[config.mk]
export PLATFORM = sky130hd
export DESIGN_NAME = mtc_output_scheduler_flat
export DESIGN_NICKNAME = d
export VERILOG_FILES = /design/src/rtl/mtc_output_scheduler_pkg.sv /design/src/rtl/mtc_output_scheduler_if.sv /design/src/rtl/mtc_sched_fifo.sv /design/src/rtl/mtc_output_scheduler.sv /design/src/flat_wrapper.sv
export SDC_FILE = /design/constraint.sdc
export NUM_CORES = 2
export LEC_CHECK = 0
export BUFFER_PORTS_ARGS = -buffer_cell sky130_fd_sc_hd__buf_2
export CAP_MARGIN = 20
export CORE_AREA = 2 2 464 420
export CTS_CLUSTER_DIAMETER = 80
export CTS_CLUSTER_SIZE = 24
export DETAILED_ROUTE_END_ITERATION = 16
export DIE_AREA = 0 0 466 422
export GPL_TIMING_DRIVEN = 0
export PLACE_DENSITY = 0.51
export SLEW_MARGIN = 20
export SYNTH_ARGS = -nofsm -noshare
export SYNTH_HDL_FRONTEND = slang
export SYNTH_SLANG_ARGS = --single-unit
[constraint.sdc]
create_clock -name clock -period 7.21 [get_ports clock]
set_clock_uncertainty 0.05 [all_clocks]
set_input_delay 1.8025 -clock clock [delete_from_list [all_inputs] [get_ports clock]]
set_output_delay 1.8025 -clock clock [all_outputs]
set_load 0.02 [all_outputs]
[src/rtl/mtc_output_scheduler_pkg.sv]
// Shared defaults and packet type for the MTC output scheduler and its FIFOs.
package mtc_output_scheduler_pkg;

  localparam int MTC_SCHED_N_INPUTS   = 3;
  localparam int MTC_SCHED_FIFO_DEPTH = 4;
  localparam int MTC_SCHED_PKT_WIDTH  = 128;
  localparam int MTC_SCHED_CNT_WIDTH  = 16;

  typedef logic [MTC_SCHED_PKT_WIDTH-1:0] mtc_pkt_t;

  // Source-index width; a single producer still needs one bit to carry the index.
  function automatic int src_width(input int n);
    return (n > 1) ? $clog2(n) : 1;
  endfunction

endpackage

[src/rtl/mtc_output_scheduler_if.sv]
// Producer-side packet inputs and the SL-link valid/ready output of the scheduler.
interface mtc_output_scheduler_if
  import mtc_output_scheduler_pkg::*;
#(
  parameter int N_INPUTS      = MTC_SCHED_N_INPUTS,
  parameter int MTC_PKT_WIDTH = MTC_SCHED_PKT_WIDTH
) ();

  localparam int SRC_W = src_width(N_INPUTS);

  logic [N_INPUTS*MTC_PKT_WIDTH-1:0] in_data;
  logic [N_INPUTS-1:0]               in_valid;
  logic [MTC_PKT_WIDTH-1:0]          out_data;
  logic [SRC_W-1:0]                  out_src;
  logic                              out_valid;
  logic                              out_ready;

  modport master (
    output in_data, in_valid, out_ready,
    input  out_data, out_src, out_valid
  );

  modport slave (
    input  in_data, in_valid, out_ready,
    output out_data, out_src, out_valid
  );

endinterface

[src/rtl/mtc_sched_fifo.sv]
// Per-producer packet FIFO: synchronous write, combinational head, pushes into a full FIFO are dropped.
module mtc_sched_fifo
  import mtc_output_scheduler_pkg::*;
#(
  parameter int WIDTH = MTC_SCHED_PKT_WIDTH,
  parameter int DEPTH = MTC_SCHED_FIFO_DEPTH
) (
  input  logic             clock,
  input  logic             rst,
  input  logic             push,
  input  logic             pop,
  input  logic [WIDTH-1:0] din,
  output logic [WIDTH-1:0] head,
  output logic             full,
  output logic             empty,
  output logic             drop
);

  localparam int AW = $clog2(DEPTH);
  localparam int CW = AW + 1;

  logic [WIDTH-1:0] mem_q [DEPTH];
  logic [AW-1:0]    wr_q, rd_q;
  logic [CW-1:0]    cnt_q;
  logic             wr_en, rd_en;

  // Full is taken from the registered count, so a same-cycle pop never rescues a push.
  assign full  = (cnt_q == CW'(DEPTH));
  assign empty = (cnt_q == '0);
  assign head  = mem_q[rd_q];
  assign wr_en = push & ~full;
  assign rd_en = pop & ~empty;
  assign drop  = push & full;

  always_ff @(posedge clock or negedge rst) begin
    if (!rst) begin
      wr_q  <= '0;
      rd_q  <= '0;
      cnt_q <= '0;
    end else begin
      if (wr_en) wr_q <= wr_q + 1'b1;
      if (rd_en) rd_q <= rd_q + 1'b1;
      case ({wr_en, rd_en})
        2'b10:   cnt_q <= cnt_q + 1'b1;
        2'b01:   cnt_q <= cnt_q - 1'b1;
        default: cnt_q <= cnt_q;
      endcase
    end
  end

  always_ff @(posedge clock) begin
    if (wr_en) mem_q[wr_q] <= din;
  end

endmodule

[src/rtl/mtc_output_scheduler.sv]
// Round-robin scheduler draining N per-producer FIFOs into one registered valid/ready link output,
// with per-input saturating drop counters and sticky overflow flags.
module mtc_output_scheduler
  import mtc_output_scheduler_pkg::*;
#(
  parameter int N_INPUTS      = MTC_SCHED_N_INPUTS,
  parameter int MTC_PKT_WIDTH = MTC_SCHED_PKT_WIDTH,
  parameter int FIFO_DEPTH    = MTC_SCHED_FIFO_DEPTH,
  parameter int CNT_WIDTH     = MTC_SCHED_CNT_WIDTH
) (
  input  logic                          clock,
  input  logic                          rst,
  mtc_output_scheduler_if.slave         bus,
  input  logic                          clear_counters,
  output logic [N_INPUTS-1:0]           fifo_full,
  output logic [N_INPUTS*CNT_WIDTH-1:0] drop_count,
  output logic [N_INPUTS-1:0]           overflow_sticky
);

  localparam int SRC_W = src_width(N_INPUTS);

  logic [MTC_PKT_WIDTH-1:0] head [N_INPUTS];
  logic [N_INPUTS-1:0]      empty, full, drop, pop;

  logic [SRC_W-1:0]         rr_q, rr_d, grant, src_q;
  logic [MTC_PKT_WIDTH-1:0] grant_data, data_q;
  logic                     grant_vld, valid_q, load;
  logic [CNT_WIDTH-1:0]     cnt_q [N_INPUTS];
  logic [N_INPUTS-1:0]      sticky_q;

  function automatic logic [CNT_WIDTH-1:0] sat_inc(input logic [CNT_WIDTH-1:0] v);
    return (&v) ? v : v + 1'b1;
  endfunction

  for (genvar g = 0; g < N_INPUTS; g++) begin : g_fifo
    mtc_sched_fifo #(
      .WIDTH (MTC_PKT_WIDTH),
      .DEPTH (FIFO_DEPTH)
    ) u_fifo (
      .clock (clock),
      .rst   (rst),
      .push  (bus.in_valid[g]),
      .pop   (pop[g]),
      .din   (bus.in_data[g*MTC_PKT_WIDTH +: MTC_PKT_WIDTH]),
      .head  (head[g]),
      .full  (full[g]),
      .empty (empty[g]),
      .drop  (drop[g])
    );
    assign drop_count[g*CNT_WIDTH +: CNT_WIDTH] = cnt_q[g];
  end

  // Grant the non-empty FIFO at the smallest distance above the RR pointer.
  always_comb begin
    int best;
    int off;
    best       = N_INPUTS;
    off        = 0;
    grant      = rr_q;
    grant_data = head[0];
    for (int i = 0; i < N_INPUTS; i++) begin
      off = (i + N_INPUTS - int'(rr_q)) % N_INPUTS;
      if (!empty[i] && off < best) begin
        best       = off;
        grant      = SRC_W'(i);
        grant_data = head[i];
      end
    end
  end

  assign grant_vld = ~&empty;
  assign load      = (~valid_q | bus.out_ready) & grant_vld;
  assign rr_d      = (int'(grant) == N_INPUTS - 1) ? '0 : grant + 1'b1;

  always_comb begin
    pop = '0;
    for (int i = 0; i < N_INPUTS; i++) begin
      pop[i] = load && (grant == SRC_W'(i));
    end
  end

  // Output register stage
  always_ff @(posedge clock or negedge rst) begin
    if (!rst) begin
      rr_q    <= '0;
      valid_q <= 1'b0;
      data_q  <= '0;
      src_q   <= '0;
    end else if (load) begin
      rr_q    <= rr_d;
      valid_q <= 1'b1;
      data_q  <= grant_data;
      src_q   <= grant;
    end else if (bus.out_ready) begin
      valid_q <= 1'b0;
    end
  end

  // Clear has priority over a coincident drop.
  always_ff @(posedge clock or negedge rst) begin
    if (!rst) begin
      for (int i = 0; i < N_INPUTS; i++) cnt_q[i] <= '0;
      sticky_q <= '0;
    end else if (clear_counters) begin
      for (int i = 0; i < N_INPUTS; i++) cnt_q[i] <= '0;
      sticky_q <= '0;
    end else begin
      for (int i = 0; i < N_INPUTS; i++) begin
        if (drop[i]) begin
          cnt_q[i]    <= sat_inc(cnt_q[i]);
          sticky_q[i] <= 1'b1;
        end
      end
    end
  end

  assign bus.out_valid   = valid_q;
  assign bus.out_data    = data_q;
  assign bus.out_src     = src_q;
  assign fifo_full       = full;
  assign overflow_sticky = sticky_q;

endmodule

[src/flat_wrapper.sv]
// flat-port wrapper written by rule: the top's interface ports become plain ports
module mtc_output_scheduler_flat import mtc_output_scheduler_pkg::*;
#(
  parameter int N_INPUTS      = MTC_SCHED_N_INPUTS,
  parameter int MTC_PKT_WIDTH = MTC_SCHED_PKT_WIDTH,
  parameter int FIFO_DEPTH    = MTC_SCHED_FIFO_DEPTH,
  parameter int CNT_WIDTH     = MTC_SCHED_CNT_WIDTH
)
  (clock, rst, clear_counters, fifo_full, drop_count, overflow_sticky, bus_in_data, bus_in_valid, bus_out_ready, bus_out_data, bus_out_src, bus_out_valid);
  mtc_output_scheduler_if #(.N_INPUTS(N_INPUTS), .MTC_PKT_WIDTH(MTC_PKT_WIDTH)) bus_i ();
  input  logic clock;
  input  logic rst;
  input  logic clear_counters;
  output logic [N_INPUTS-1:0] fifo_full;
  output logic [N_INPUTS*CNT_WIDTH-1:0] drop_count;
  output logic [N_INPUTS-1:0] overflow_sticky;
  input wire logic [$bits(bus_i.in_data)-1:0] bus_in_data;
  input wire logic [$bits(bus_i.in_valid)-1:0] bus_in_valid;
  input wire logic [$bits(bus_i.out_ready)-1:0] bus_out_ready;
  output wire logic [$bits(bus_i.out_data)-1:0] bus_out_data;
  output wire logic [$bits(bus_i.out_src)-1:0] bus_out_src;
  output wire logic [$bits(bus_i.out_valid)-1:0] bus_out_valid;
  assign bus_i.in_data = bus_in_data;
  assign bus_i.in_valid = bus_in_valid;
  assign bus_i.out_ready = bus_out_ready;
  assign bus_out_data = bus_i.out_data;
  assign bus_out_src = bus_i.out_src;
  assign bus_out_valid = bus_i.out_valid;
  mtc_output_scheduler #(.N_INPUTS(N_INPUTS), .MTC_PKT_WIDTH(MTC_PKT_WIDTH), .FIFO_DEPTH(FIFO_DEPTH), .CNT_WIDTH(CNT_WIDTH)) u_core (.clock(clock), .rst(rst), .bus(bus_i), .clear_counters(clear_counters), .fifo_full(fifo_full), .drop_count(drop_count), .overflow_sticky(overflow_sticky));
endmodule
# --- Word level (Yosys, flattened, before mapping) ---
# Memory sizes are Yosys's and may differ from the RTL's.
# Index checks and enable logic that the tools add are counted.
totals:
  output_inout_bits: 185
  inputBits: 391
  ff_bits: 205
  latchBits: 0
  n_memories: 3
  elab_cells: 138
  ram_bits: 1536
  rom_bits: 0
memory_table:
  columns: ["memory", "words", "word_bits", "read_ports", "rd_ports_with_merged_regs", "write_ports", "line", "rtl"]
  rows:
  - ["u_core.g_fifo[0].u_fifo.mem_q", 4, 128, 1, 0, 1, "mtc_sched_fifo.sv:22", "logic [WIDTH-1:0] mem_q [DEPTH];"]
  - ["u_core.g_fifo[1].u_fifo.mem_q", 4, 128, 1, 0, 1, "mtc_sched_fifo.sv:22", null]
  - ["u_core.g_fifo[2].u_fifo.mem_q", 4, 128, 1, 0, 1, "mtc_sched_fifo.sv:22", null]
op_classes:
  n_addsub: 19
  shift: 0
  magnitude_cmp: 3
  div: 3
  mux: 30
  eq_ne: 15
  n_bitwise: 18
  n_reduce_logical: 28
  n_mul: 0
op_table:
  columns: ["cell", "count"]
  rows:
  - ["$mux W128", 2]
  - ["$mod A32 B3 Y32 const B", 3]
  - ["$mux W16", 6]
  - ["$lt A32 B32 Y1", 2]
  - ["$mux W32", 2]
  - ["$add A16 B1 Y16 const B", 3]
  - ["$mux W48", 1]
  - ["$reduce_and A16 Y1", 3]
  - ["$lt A32 B3 Y1 const B", 1]
  - ["$pmux W3 S2", 3]
  - ["$add A2 B1 Y2 const B", 7]
  - ["$reduce_bool A2 Y1", 7]
  - ["$mux W1", 11]
  - ["$and A1 B1 Y1", 10]
  - ["$eq A2 B2 Y1 const B", 5]
  - ["$add A3 B1 Y3 const B", 3]
  - ["$eq A3 B3 Y1 const B", 3]
  - ["$logic_not A3 Y1", 3]
  - ["$sub A3 B1 Y3 const B", 3]
  - ["$eq A2 B1 Y1 const B", 4]
  - ["$mux W2", 4]
  - ["$sub A3 B2 Y4 const A", 2]
  - ["$not A1 Y1", 7]
  - ["$logic_and A1 B1 Y1", 6]
  - ["other kinds (8)", 15]

# --- Depth between registers and ports, before layout ---
depth:
  ltp_word: 16
  mapped_depth: 28
  ltp_nobuf: 25

# --- Modules after synthesis ---
# A second synthesis with hierarchy kept.
hier_totals:
  cells_unflattened: 3191
  hier_area_um2: 67461.0
by_module_without_submodules:
  columns: ["mod", "n_inst", "area_each_um2", "cells_each", "seq_area_each_um2"]
  rows:
  - ["mtc_sched_fifo", 3, 18896.9, 707, 15549.9]
  - ["mtc_output_scheduler", 1, 10770.3, 1070, 4604.4]

# --- Worst setup path before layout ---
# Ideal clock, no wire load.
synth_path:
  path_type: "input port to flip-flop"
  from: "in bus_in_valid[2]"
  to: "mem u_core.g_fifo[2].u_fifo.mem_q[0][0] in the netlist's numbering (enable)"
  arrival_ns: 5.115
  required_ns: 6.658
  path_slack_ns: 1.542
  path_buffers: 1
  stages: 3
  setup_time_ns: 0.502
  cell_sequence: "nor2b_1 -> clkbuf_1 -> and2_1"
synth_between:
  elab_chain_cells: 3
synth_rtl:
  columns: ["element", "line", "rtl"]
  rows:
  - ["start, declared", "flat_wrapper.sv:18", "input wire logic [$bits(bus_i.in_valid)-1:0] bus_in_valid;"]
  - ["$and A1 B1 Y1", "mtc_sched_fifo.sv:31", "assign wr_en = push & ~full;"]
  - ["$mux W1", "mtc_sched_fifo.sv:52", "if (wr_en) mem_q[wr_q] <= din;"]
  - ["$mux W1 (not written as such)", "mtc_sched_fifo.sv:52", null]
  - ["end, declared", "mtc_sched_fifo.sv:22", null]
# Every way passes these cells.

# --- Final worst setup path ---
layout_path:
  from: "reg u_core.rr_q[0]"
  to: "reg u_core.data_q[69], in the netlist u_core.bus.out_data[69]"
layout_between:
  elab_chain_cells: 11
  elab_cells_between_ends: 16
  classes_between: "3 x add/sub; 3 x div; 3 x order compare; 4 x mux; 3 x reduce/logical"
layout_rtl:
  columns: ["element", "line", "rtl"]
  rows:
  - ["start, declared", "mtc_output_scheduler.sv:25", "logic [SRC_W-1:0] rr_q, rr_d, grant, src_q;"]
  - ["start signal, assigned", "mtc_output_scheduler.sv:90", "rr_q <= rr_d;"]
  - ["$sub A2 B2 Y3", "mtc_output_scheduler.sv:62", "off = (i + N_INPUTS - int'(rr_q)) % N_INPUTS;"]
  - ["$mod A32 B3 Y32", "mtc_output_scheduler.sv:62", null]
  - ["$lt A32 B3 Y1", "mtc_output_scheduler.sv:63", "if (!empty[i] && off < best) begin"]
  - ["$logic_and A1 B1 Y1", "mtc_output_scheduler.sv:63", null]
  - ["$mux W32", "mtc_output_scheduler.sv:63", null]
  - ["$lt A32 B32 Y1", "mtc_output_scheduler.sv:63", null]
  - ["$logic_and A1 B1 Y1", "mtc_output_scheduler.sv:63", null]
  - ["$mux W32", "mtc_output_scheduler.sv:63", null]
  - ["$lt A32 B32 Y1", "mtc_output_scheduler.sv:63", null]
  - ["$logic_and A1 B1 Y1", "mtc_output_scheduler.sv:63", null]
  - ["$mux W128 *", "mtc_output_scheduler.sv:63", null]
  - ["end signal, assigned", "mtc_output_scheduler.sv:92", "data_q <= grant_data;"]
  - ["end, declared", "mtc_output_scheduler.sv:26", "logic [MTC_PKT_WIDTH-1:0] grant_data, data_q;"]
# Every way passes the cells marked *; elsewhere a longest branch is shown, timed or not.
# A chain may end at the register's enable or synchronous reset.

==> results.tsv <==
metric	value	unit
Final ANT Viol Nets	0	
Hold WC Path Type	reg2reg	
die height	422	µm
Worst EP required	7.82	ns
effective utilization at floorplan	34.79	%
CORE AREA	192000	µm²
DRT Wirelength	188.1	mm
status	completed	
Finished Core Util	40.64	%
Filler cells	17321	
Synth area leader	edfxtp_1	
P_leak	0.02692	µW
clk_lat worst skew	0.79	ns
M1 WL	79.05	mm
CP startpoint kind	flip-flop	
critical path class	reg2reg	
row count	153	
top cells by count, synth	edfxtp_1, nand2_1, mux4_2	
clock slew at reported path FFs	0.09	ns
CTS tree	done	
crit path max fanout	14	
Final Worst Setup Slack	0.6579	ns
Post-Syn Area	66810	µm²
1st-iter DRT viols	2840	
total CTS buffers	104	
Vias	34664	
library cells used by synthesis	55	
Syn Area/Cell	19.20	µm²
Mapped Cells	3479	
CP bufs+invs	5	
Fmax achieved	152.6	MHz
maximum clock insertion buffer count	3	
top_reg_cell synth	edfxtp_1	
Pre-Repair DR Iteration Count	5	
slowest CP cell	or4_4	
Tcrit/Tclk final	90.87	%
Post-synth ARST share	11.77	%
Hold Violations, Final	0	
CP Capture Type	flip-flop	
max-slew violations	0	
Relative slew margins	27.60	%
cell mode on critical path	ha_1	
routed wl met3	10.57	mm
Layout Area Growth over Synthesis	16.81	%
RSZ-0062 raised after global routing	false	
Max stage delay on crit path	0.65	ns
global route overflow	0	
post-detailed-route wirelength per cell	27.33	µm
vias in the first global route	35730	
H-tree levels	3	
Placer Congestion	0.7853	
Yosys top cell area share	69.04	%
Synth area leaders	edfxtp_1, mux4_2, dfrtp_1	
Hold WS	0.4376	ns
Worst VDD drop	313.9	µV
Die Footprint	196700	µm²
Total GRT Usage	19.02	%
hpwl dp	135.6	mm
most common cell in the netlist	edfxtp_1	
number of synthesized flops with an enable pin	1536	
DRC Markers	0	
flops & latches, synth	1741	
Max Cap Violations	0	
I/O Buffers	574	
die width	466	µm
first-pass GRT wire length	266.0	mm
slew at the pin with the worst max-slew slack	1.086	ns
pwr dens	460.0	nW/µm²
Yosys warning count	0	
largest net degree at the start of global routing	70	
Final setup viols	0	
CTS sink count	1741	
Crit path max-delay family	compound AO/OA/AOI/OAI gates	
vias per cell	5.035	
Ports	576	
Crit path arrival time	7.16	ns
fin nets	4645	
DP Worst Slack	-0.4526	ns
Mapped Nets	3911	
# hold bufs at CTS	0	
share of cells above drive strength 1	28.91	%
WL met2	91.45	mm
Seq/Total Area, Yosys	76.72	%
critical-path cell list	inv_1, ha_1, nand3b_1, ha_1, o21ai_2, a41oi_2, nor2_4, clkbuf_2, o21ai_0, ha_1, o21a_1, o211ai_1, a21o_1, a41oi_1, or4_4, clkbuf_2, buf_16, clkbuf_1, o21ai_0, o21ai_1	
CTS root buf	clkbuf_16	
highest metal layer with signal wires	met5	
Tmin final	6.552	ns
initial antenna violation count	117	
## per-layer routing
| layer | track usage, % | up-vias |
|---|---|---|
| met3 | 4.233 | 358 |
| met2 | 30.99 | 941 |
| met1 | 25.10 | 18079 |
| met4 | 6.569 | 56 |
| met5 | 0 | - |
| li1 | - | 15230 |
## cell families (layout without fill, tap and decap cells)
kind of cell / Yosys count / count (layout) / synth area share (%)
flip-flops: 1741 / 1741 / 76.72
AND/OR/NAND/NOR: 724 / 724 / 4.954
multiplexers: 388 / 388 / 13.01
AO/OA/AOI/OAI: 310 / 310 / 2.461
buffers and inverters: 218 / 1042 / 1.311
XOR/XNOR: 57 / 57 / 0.7473
adder cells (fa/ha/maj): 41 / 41 / 0.8016
other: 0 / 24 / 0
## repair_timing
item	in CTS	in global routing
setup endpoints to repair	132	131
setup buffers	0	0
gates resized for setup	2	4
## tightest hold or removal path, stage by stage, from the launching register on
cell	delay, ns
dfrtp_1	0.35
nand2_1	0.05
o21ai_0	0.06
## state kept, by name, summed over array words and instances (netlist names)
signal                      count
u_core.g_fifo.u_fifo.mem_q   1536
u_core.bus.out_data           128
u_core.drop_count              48
u_core.g_fifo.u_fifo.cnt_q      9
u_core.g_fifo.u_fifo.rd_q       6
u_core.g_fifo.u_fifo.wr_q       6
u_core.overflow_sticky          3
u_core.bus.out_src              2
u_core.rr_q                     2
u_core.bus.out_valid            1
## cells in the final DEF, fill, tap and decap left out, types with 17 or more instances in the layout
cell / instances
diode_2: 24
nand2_1: 420
o21ai_0: 155
mux4_2: 384
edfxtp_1: 1536
buf_16: 43
nand3_1: 18
buf_2: 574
xnor2_1: 19
clkbuf_1: 165
xor2_1: 38
nand4_1: 17
o21ai_1: 122
clkbuf_2: 26
nor2_1: 64
and3_1: 138
clkbuf_16: 107
ha_1: 38
dfrtp_1: 205
inv_1: 29
## path summary, 6_finish.rpt
kind                                                        end                                  from  depth (start not counted)  slack, ns
max                         u_core.bus.out_data[69]$_DFFE_PN0P_            u_core.rr_q[0]$_DFFE_PN0P_                         20       0.66
min                        u_core.bus.out_data[125]$_DFFE_PN0P_  u_core.bus.out_data[125]$_DFFE_PN0P_                          2       0.44
max reg2reg                 u_core.bus.out_data[69]$_DFFE_PN0P_            u_core.rr_q[0]$_DFFE_PN0P_                         20       0.66
min reg2reg                u_core.bus.out_data[125]$_DFFE_PN0P_  u_core.bus.out_data[125]$_DFFE_PN0P_                          2       0.44
max in group asynchronous   u_core.bus.out_data[42]$_DFFE_PN0P_                                   rst                          3       5.06
min in group asynchronous  u_core.bus.out_data[124]$_DFFE_PN0P_                                   rst                          1       0.86
## where the power goes
group	leakage [µW]	total, µW	switching, µW	internal [µW]
sequential	0.0166	14000	599	13400
combinational	0.00857	15200	9620	5600
clock	0.00172	6720	3680	3040
## stage by stage
| stage | setup TNS (ns) | power (µW) | instance area [µm²] | instances |
|---|---|---|---|---|
| 4_1_cts | 0 | 36600 | 77960 | 6860 |
| 6_report | 0 | 35890 | 78040 | 6884 |
| 3_5_place_dp | -25.37 | 29870 | 74350 | 6664 |
| 3_3_place_gp | -3807.60 | 29680 | 72880 | 6610 |
| 5_1_grt | 0 | 37970 | 78020 | 6878 |
| 2_1_floorplan | 0 | 23110 | 66810 | 3479 |
## final cells by class
| type | instances | area, µm² | area share, % |
|---|---|---|---|
| diodes | 24 | 60.06 | 0.07696 |
| plain buffers | 187 | 792.0 | 1.015 |
| clock buffers | 131 | 2788 | 3.572 |
| clock inverters | 65 | 807.0 | 1.034 |
| inverters | 29 | 108.9 | 0.1395 |
| multi-input cells | 1520 | 14720 | 18.86 |
| flip-flops and latches | 1741 | 51250 | 65.68 |
| well taps | 2557 | 3199 | 4.100 |
| repair buffers | 630 | 4309 | 5.522 |
(Power assumes the default switching activity.)
